**src/rtl/decoder_stage_controller_v2_pkg.sv**
```systemverilog
`default_nettype none
// ============================================================================
// Module  : decoder_stage_controller_v2_pkg
// Brief   : Stage encodings and result-status codes shared by the decoder
//           stage controller and its stage timer.
// Revision: 1.0 - initial release
// ============================================================================
package decoder_stage_controller_v2_pkg;

    localparam int STAGE_WIDTH = 3;

    typedef enum logic [STAGE_WIDTH-1:0] {
        STAGE_IDLE                = 3'd0,
        STAGE_MEASUREMENT_LOADING = 3'd1,
        STAGE_SPREAD              = 3'd2,
        STAGE_SYNC                = 3'd3,
        STAGE_GROW                = 3'd4,
        STAGE_CALC                = 3'd5,
        STAGE_RESULT_WAIT         = 3'd6
    } stage_e;

    localparam logic [1:0] RESULT_OK         = 2'd0;
    localparam logic [1:0] RESULT_DEADLOCK   = 2'd1;
    localparam logic [1:0] RESULT_ITER_LIMIT = 2'd2;

endpackage
`default_nettype wire

```
**src/rtl/decoder_stage_controller_v2_stage_timer.sv**
```systemverilog
`default_nettype none
// ============================================================================
// Module  : stage_timer
// Brief   : Per-stage delay counter and cycles-in-stage counter, both cleared
//           on stage entry and saturating; reports delay_done and timeout.
// Revision: 1.0 - initial release
// ============================================================================
module stage_timer #(
    parameter int DELAY_WIDTH     = 4,
    parameter int THRESHOLD_WIDTH = 20
) (
    input  logic                       clk,
    input  logic                       reset_n,
    input  logic                       clear_i,
    input  logic                       count_en_i,
    input  logic [DELAY_WIDTH-1:0]     delay_i,
    input  logic [THRESHOLD_WIDTH-1:0] threshold_i,
    output logic                       delay_done_o,
    output logic                       timeout_o
);

    logic [DELAY_WIDTH-1:0]   delay_cnt_q, delay_cnt_d;
    // One extra bit so the counter can exceed the largest threshold
    logic [THRESHOLD_WIDTH:0] cis_q, cis_d, cis_inc;

    always_comb begin
        cis_inc = (cis_q == '1) ? cis_q : cis_q + 1'b1;

        delay_cnt_d = delay_cnt_q;
        cis_d       = cis_q;
        if (clear_i) begin
            delay_cnt_d = '0;
            cis_d       = '0;
        end else begin
            if (delay_cnt_q != '1) begin
                delay_cnt_d = delay_cnt_q + 1'b1;
            end
            if (count_en_i) begin
                cis_d = cis_inc;
            end
        end

        delay_done_o = (delay_cnt_q >= delay_i);
        // cis_inc includes the current cycle, so threshold T trips on cycle T+1
        timeout_o    = count_en_i && (threshold_i != '0) &&
                       (cis_inc > {1'b0, threshold_i});
    end

    always_ff @(posedge clk or negedge reset_n) begin
        if (!reset_n) begin
            delay_cnt_q <= '0;
            cis_q       <= '0;
        end else begin
            delay_cnt_q <= delay_cnt_d;
            cis_q       <= cis_d;
        end
    end

endmodule
`default_nettype wire

```
**src/rtl/decoder_stage_controller_v2.sv**
```systemverilog
`default_nettype none
// ============================================================================
// Module  : decoder_stage_controller_v2
// Brief   : Union-find decoder round sequencer (load/spread/sync/grow/calc).
//           Optional STAGE_PROFILE_EN adds per-stage cycle profile outputs.
// Revision: 1.0 - initial release
// ============================================================================
module decoder_stage_controller_v2
    import decoder_stage_controller_v2_pkg::*;
#(
    parameter int DELAY_WIDTH             = 4,
    parameter int ITERATION_COUNTER_WIDTH = 8,
    parameter int CYCLE_COUNTER_WIDTH     = 32,
    parameter int THRESHOLD_WIDTH         = 20,
    parameter int CONTEXT_WIDTH           = 2,
    parameter int LOAD_CYCLES             = 1
) (
    input  logic                               clk,
    input  logic                               reset_n,
    input  logic                               start_valid,
    output logic                               start_ready,
    input  logic [CONTEXT_WIDTH-1:0]           start_context,
    input  logic [DELAY_WIDTH-1:0]             cfg_grow_delay,
    input  logic [DELAY_WIDTH-1:0]             cfg_spread_delay,
    input  logic [DELAY_WIDTH-1:0]             cfg_sync_delay,
    input  logic [THRESHOLD_WIDTH-1:0]         cfg_deadlock_threshold,
    input  logic [ITERATION_COUNTER_WIDTH-1:0] cfg_max_iterations,
    input  logic                               abort,
    input  logic                               has_message_flying,
    input  logic                               has_odd_clusters,
    output logic [STAGE_WIDTH-1:0]             stage,
    output logic [CONTEXT_WIDTH-1:0]           active_context,
    output logic                               calc_go,
    input  logic                               calc_done,
    output logic                               result_valid,
    input  logic                               result_ready,
    output logic [1:0]                         result_status,
    output logic [ITERATION_COUNTER_WIDTH-1:0] iteration_counter,
    output logic [CYCLE_COUNTER_WIDTH-1:0]     cycle_counter
`ifdef STAGE_PROFILE_EN
    ,
    output logic [CYCLE_COUNTER_WIDTH-1:0]     prof_spread_cycles,
    output logic [CYCLE_COUNTER_WIDTH-1:0]     prof_sync_cycles,
    output logic [CYCLE_COUNTER_WIDTH-1:0]     prof_grow_cycles
`endif
);

    stage_e                               stage_q, stage_d;
    logic [CONTEXT_WIDTH-1:0]             context_q;
    logic [DELAY_WIDTH-1:0]               grow_delay_q, spread_delay_q, sync_delay_q;
    logic [THRESHOLD_WIDTH-1:0]           threshold_q;
    logic [ITERATION_COUNTER_WIDTH-1:0]   max_iter_q;
    logic [ITERATION_COUNTER_WIDTH-1:0]   iter_q, iter_d, iter_inc;
    logic [CYCLE_COUNTER_WIDTH-1:0]       cycle_q, cycle_d;
    logic [1:0]                           status_q, status_d;
    logic                                 calc_go_q, calc_go_d;

    logic                                 accept;
    logic [DELAY_WIDTH-1:0]               delay_sel;
    logic                                 count_en;
    logic                                 delay_done;
    logic                                 timeout;
    logic                                 stage_change;

    assign accept       = (stage_q == STAGE_IDLE) && start_valid;
    assign stage_change = (stage_d != stage_q);
    assign iter_inc     = (iter_q == '1) ? iter_q : iter_q + 1'b1;

    always_comb begin
        delay_sel = '0;
        count_en  = 1'b0;
        case (stage_q)
            STAGE_MEASUREMENT_LOADING: delay_sel = DELAY_WIDTH'(LOAD_CYCLES - 1);
            STAGE_SPREAD: begin
                delay_sel = spread_delay_q;
                count_en  = 1'b1;
            end
            STAGE_SYNC: begin
                delay_sel = sync_delay_q;
                count_en  = 1'b1;
            end
            STAGE_GROW:   delay_sel = grow_delay_q;
            default:      delay_sel = '0;
        endcase
    end

    stage_timer #(
        .DELAY_WIDTH     (DELAY_WIDTH),
        .THRESHOLD_WIDTH (THRESHOLD_WIDTH)
    ) u_stage_timer (
        .clk          (clk),
        .reset_n      (reset_n),
        .clear_i      (stage_change),
        .count_en_i   (count_en),
        .delay_i      (delay_sel),
        .threshold_i  (threshold_q),
        .delay_done_o (delay_done),
        .timeout_o    (timeout)
    );

    always_comb begin
        stage_d  = stage_q;
        iter_d   = iter_q;
        status_d = status_q;
        case (stage_q)
            STAGE_IDLE: begin
                if (start_valid) begin
                    stage_d  = STAGE_MEASUREMENT_LOADING;
                    iter_d   = '0;
                    status_d = RESULT_OK;
                end
            end
            STAGE_MEASUREMENT_LOADING: begin
                if (delay_done) stage_d = STAGE_SPREAD;
            end
            STAGE_SPREAD: begin
                if (delay_done && !has_message_flying) begin
                    stage_d = STAGE_SYNC;
                end else if (timeout && has_message_flying) begin
                    stage_d  = STAGE_RESULT_WAIT;
                    status_d = RESULT_DEADLOCK;
                end
            end
            STAGE_SYNC: begin
                if (delay_done && !has_message_flying) begin
                    iter_d = iter_inc;
                    if (!has_odd_clusters) begin
                        stage_d = STAGE_CALC;
                    end else if ((max_iter_q != '0) && (iter_inc == max_iter_q)) begin
                        stage_d  = STAGE_RESULT_WAIT;
                        status_d = RESULT_ITER_LIMIT;
                    end else begin
                        stage_d = STAGE_GROW;
                    end
                end else if (timeout && has_message_flying) begin
                    stage_d  = STAGE_RESULT_WAIT;
                    status_d = RESULT_DEADLOCK;
                end
            end
            STAGE_GROW: begin
                if (delay_done) stage_d = STAGE_SPREAD;
            end
            STAGE_CALC: begin
                if (calc_done) begin
                    stage_d  = STAGE_RESULT_WAIT;
                    status_d = RESULT_OK;
                end
            end
            STAGE_RESULT_WAIT: begin
                if (result_ready) stage_d = STAGE_IDLE;
            end
            default: stage_d = STAGE_IDLE;
        endcase

        if (abort && (stage_q != STAGE_IDLE)) begin
            stage_d = STAGE_IDLE;
        end

        calc_go_d = (stage_d == STAGE_CALC) && (stage_q != STAGE_CALC);

        // Counting stops on the edge into RESULT_WAIT, so the held value is the work cycles
        cycle_d = cycle_q;
        if (accept) begin
            cycle_d = CYCLE_COUNTER_WIDTH'(1);
        end else if ((stage_q != STAGE_IDLE) && (stage_q != STAGE_RESULT_WAIT) &&
                     (stage_d != STAGE_IDLE) && (stage_d != STAGE_RESULT_WAIT) &&
                     (cycle_q != '1)) begin
            cycle_d = cycle_q + 1'b1;
        end
    end

    always_ff @(posedge clk or negedge reset_n) begin
        if (!reset_n) begin
            stage_q        <= STAGE_IDLE;
            context_q      <= '0;
            grow_delay_q   <= '0;
            spread_delay_q <= '0;
            sync_delay_q   <= '0;
            threshold_q    <= '0;
            max_iter_q     <= '0;
            iter_q         <= '0;
            cycle_q        <= '0;
            status_q       <= RESULT_OK;
            calc_go_q      <= 1'b0;
        end else begin
            stage_q   <= stage_d;
            iter_q    <= iter_d;
            cycle_q   <= cycle_d;
            status_q  <= status_d;
            calc_go_q <= calc_go_d;
            if (accept) begin
                context_q      <= start_context;
                grow_delay_q   <= cfg_grow_delay;
                spread_delay_q <= cfg_spread_delay;
                sync_delay_q   <= cfg_sync_delay;
                threshold_q    <= cfg_deadlock_threshold;
                max_iter_q     <= cfg_max_iterations;
            end
        end
    end

`ifdef STAGE_PROFILE_EN
    logic [CYCLE_COUNTER_WIDTH-1:0] prof_spread_q, prof_sync_q, prof_grow_q;

    always_ff @(posedge clk or negedge reset_n) begin
        if (!reset_n) begin
            prof_spread_q <= '0;
            prof_sync_q   <= '0;
            prof_grow_q   <= '0;
        end else if (accept) begin
            prof_spread_q <= '0;
            prof_sync_q   <= '0;
            prof_grow_q   <= '0;
        end else begin
            if ((stage_q == STAGE_SPREAD) && (prof_spread_q != '1)) prof_spread_q <= prof_spread_q + 1'b1;
            if ((stage_q == STAGE_SYNC)   && (prof_sync_q   != '1)) prof_sync_q   <= prof_sync_q + 1'b1;
            if ((stage_q == STAGE_GROW)   && (prof_grow_q   != '1)) prof_grow_q   <= prof_grow_q + 1'b1;
        end
    end

    assign prof_spread_cycles = prof_spread_q;
    assign prof_sync_cycles   = prof_sync_q;
    assign prof_grow_cycles   = prof_grow_q;
`endif

    assign start_ready       = (stage_q == STAGE_IDLE);
    assign stage             = stage_q;
    assign active_context    = context_q;
    assign calc_go           = calc_go_q;
    assign result_valid      = (stage_q == STAGE_RESULT_WAIT);
    assign result_status     = status_q;
    assign iteration_counter = iter_q;
    assign cycle_counter     = cycle_q;

endmodule
`default_nettype wire

```
**config.mk**
```make
export PLATFORM = sky130hd
export DESIGN_NAME = decoder_stage_controller_v2
export DESIGN_NICKNAME = d
export VERILOG_FILES = /design/src/rtl/decoder_stage_controller_v2_pkg.sv /design/src/rtl/decoder_stage_controller_v2_stage_timer.sv /design/src/rtl/decoder_stage_controller_v2.sv
export SDC_FILE = /design/constraint.sdc
export NUM_CORES = 1
export LEC_CHECK = 0
export BUFFER_PORTS_ARGS = -buffer_cell sky130_fd_sc_hd__buf_2
export CORE_MARGIN = 2
export CORE_UTILIZATION = 40
export CTS_CLUSTER_DIAMETER = 60
export DETAILED_ROUTE_END_ITERATION = 16
export PLACE_DENSITY = 0.69
export SYNTH_ARGS = -nofsm -noshare
export SYNTH_HDL_FRONTEND = slang
export SYNTH_SLANG_ARGS = --single-unit
```
**constraint.sdc**
```tcl
create_clock -name clk -period 6.07 [get_ports clk]
set_input_delay 1.821 -clock clk [delete_from_list [all_inputs] [get_ports clk]]
set_output_delay 1.821 -clock clk [all_outputs]
set_load 0.02 [all_outputs]
```
==> results_dict.tcl <==
set metrics [dict create \
    core_region_area_um2 17100 \
    path_cells "and4_1, and4_1, nand4_1, nand2_1, nor2_1, buf_4, nand2_1, xnor2_1, ha_1, a21oi_1, o21ai_0, a2111oi_0, a211oi_1, o21ai_0, nand3_1, or3_4, or4_1, a21oi_1" \
    clkTransAtPathRegs_ns 0.06 \
    antennaDiodeCount 0 \
    r2r_start "u_stage_timer.cis_q[6]" \
    clk_latency_ns 0.42 \
    leakagePower_nw 3.80 \
    fin_crit_ns 5.22 \
    syn2layout_area_growth_pct 17.5 \
    drv_cap 0 \
    grt_start_max_net_pins 76 \
    wl_mm 17.5 \
    setup_slack_ns 0.854 \
    fmaxAchievable_mhz 192 \
    yosys.cell_types.count 67 \
    synth_top_area_share_pct 40.8 \
    critPathRequiredTime_ns 6.40 \
    yosys.area.top_type "dfrtp_1" \
    dpl_cell_area_um2 7510 \
    post-route-drc-count 0 \
    rows 48 \
    fillers 1662 \
    grt_pass1_wl_mm 28.8 \
    first_iter_violations 464 \
    crit_slowest_cell "or3_4" \
    finalSetupViolCount 0 \
    p_per_area_nw_per_um2 403 \
    avgSynthCellArea_um2 8.63 \
    synthTopCellsByArea "dfrtp_1 41%, nand2_1 8.4%, ha_1 5.1%" \
    path_max_fanout 30 \
    relSlewSlack_pct 35.0 \
    drv_slew 0 \
    total_power_mw 3.27 \
    die_area_um2 18400 \
    port_buffers 99 \
    fp.dieH_um 136 \
    syn-cell-area_um2 6920 \
    cts.sinks 113 \
    grt_overflow 0 \
    postCtsHoldBufs 0 \
    skew_ns 0.0135 \
    multi_input_area_um2 3750 \
    synth-edff-count 0 \
    numCtsBuffers 17 \
    synth_warnings 0 \
    end_kind "register" \
    first_pass_iters 5 \
    cts_tree "yes" \
    avgRoutedWirePerCell_um 15.6 \
    drive_above_1_share_pct 17.7 \
    irDropWorstVdd_mv 0.260 \
    antenna_found_initial 1 \
    cp_top_family "simple AND/OR/NAND/NOR gates" \
    cts_buffer_depth 2 \
    post-synth-top-count-cell "nand2_1" \
    track_usage_pct 19.7 \
    yosysSeqAreaShare_pct 40.8 \
    ff_latch_area_um2 2830 \
    place.gp.congestion 0.878 \
    hp-start "active_context[1]" \
    post_cts_buffers 0 \
    chipWidth_um 136 \
    synth.net_count 880 \
    final_cell_area_um2 8130 \
    hp-class "register to register" \
    cp-startpoint "u_stage_timer.cis_q[6]" \
    hold_viol 0 \
    slowest_delay_ns 0.51 \
    ios 100 \
    htree_levels 4 \
    worst_pin_slew_ns 0.975 \
    cts_resized 0 \
    dp_hpwl_mm 12.3 \
    start_util_pct 40.5 \
    ys_seq_elements 113 \
    critical_path_class "register to register" \
    nNetsFinal 962 \
    via_count 6193 \
    grt_pass1_vias 5697 \
    status "finished, final reports clean" \
    place_ws_ns 0.878 \
    setup_tns_ns 0 \
    crit_arrival_ns 5.55 \
    critPathLaunchType "register" \
    crit_buf_inv 1 \
    fin_crit_sh_pct 85.9 \
    ys.flop_type "dfrtp_1" \
    async_flop_share_pct 100 \
    rsz0062_at_grt "no" \
    final_antenna_net_count 0 \
    synth_common_cells "155 x nand2_1, 113 x dfrtp_1, 59 x nor2_1" \
    viasPerCell 5.52 \
    syn-instance-count 802 \
    root_buffer "clkbuf_16" \
]
logic make-up (layout without fill, tap and decap cells):
| kind of cell | after synthesis | after routing | share of synthesized area (%) |
|---|---|---|---|
| XOR/XNOR | 44 | 44 | 5.57 |
| flip-flops | 113 | 113 | 40.8 |
| adder cells (fa/ha/maj) | 28 | 28 | 5.06 |
| AO/OA/AOI/OAI | 146 | 146 | 13.6 |
| multiplexers | 14 | 14 | 2.04 |
| AND/OR/NAND/NOR | 387 | 387 | 27.9 |
| buffers and inverters | 70 | 164 | 5.06 |
routing by layer:
layer	vias to the layer above	track usage, %	routed length, µm
met5	-	0	13
met4	2	6.54	343
met3	31	4.60	952
met2	175	29.9	7830
met1	2962	27.7	8350
li1	3023	-	-
sequential cells by signal (all words and copies together) (netlist names), 4 cells and up:
name and count:
grow_delay_q 4, spread_delay_q 4, threshold_q 20, cycle_counter 32, iteration_counter 8, u_stage_timer.delay_cnt_q 4
max_iter_q 8, sync_delay_q 4, u_stage_timer.cis_q 21
worst paths after layout:
kind	slack, ns	cells past startpoint	endpoint
worst max register to register	0.85	18	cycle_counter[30]
worst min register to register	0.47	2	active_context[1]
worst min-delay path	0.47	2	active_context[1]
min in group asynchronous	1.54	1	cycle_counter[7]
worst max-delay path	0.85	18	cycle_counter[30]
max in group asynchronous	3.41	2	u_stage_timer.cis_q[15]
stage by stage:
stage | utilization [%] | hold WS (ns) | instances
2_1_floorplan | - | 0.445 | 802
3_3_place_gp | 43.9 | 0.457 | 1090
3_5_place_dp | 43.9 | 0.457 | 1090
4_1_cts | 47.5 | 0.471 | 1121
5_1_grt | 47.5 | 0.496 | 1121
6_report | 47.5 | 0.469 | 1121
where the power goes:
group	internal, mW	switching, mW	leakage [nW]
Combinational	0.386	0.734	2.00
Clock	0.697	0.352	0.297
Sequential	0.923	0.182	1.50
Total	2.01	1.27	3.80
cell type report:
| type | instances | area share [%] |
|---|---|---|
| timing repair buffer | 106 | 6.77 |
| clock buffer | 23 | 6.12 |
| clock inverter | 8 | 1.55 |
| inverter | 27 | 1.25 |
| tap | 225 | 3.46 |
| multi-input combinational | 619 | 46.1 |
| sequential | 113 | 34.8 |
worst reg2reg max path: stages (launching register included):
cell       delay [ns]
dfrtp_1          0.48
and4_1           0.32
and4_1           0.40
nand4_1          0.28
nand2_1          0.22
nor2_1           0.06
buf_4            0.17
nand2_1          0.09
xnor2_1          0.12
ha_1             0.27
a21oi_1          0.14
o21ai_0          0.13
a2111oi_0        0.43
a211oi_1         0.18
o21ai_0          0.46
nand3_1          0.21
or3_4            0.51
or4_1            0.51
a21oi_1          0.16
cell usage in the layout, fill, tap and decap left out, types with 10 or more instances in the layout:
| cell | Yosys | routed |
|---|---|---|
| a21oi_1 | 36 | 36 |
| and3_1 | 20 | 20 |
| nor4_1 | 11 | 11 |
| o21ai_0 | 41 | 41 |
| inv_1 | 27 | 27 |
| nand2_1 | 155 | 155 |
| clkbuf_16 | 0 | 17 |
| nand4_1 | 24 | 24 |
| or4_1 | 14 | 14 |
| nor2_1 | 59 | 59 |
| xor2_1 | 14 | 14 |
| o31ai_1 | 10 | 10 |
| mux2i_1 | 13 | 13 |
| xnor2_1 | 30 | 30 |
| nand3_1 | 37 | 37 |
| buf_2 | 2 | 98 |
| ha_1 | 28 | 28 |
| o211ai_1 | 11 | 11 |
| dfrtp_1 | 113 | 113 |
Note: power is estimated with default switching activity, not from simulation.
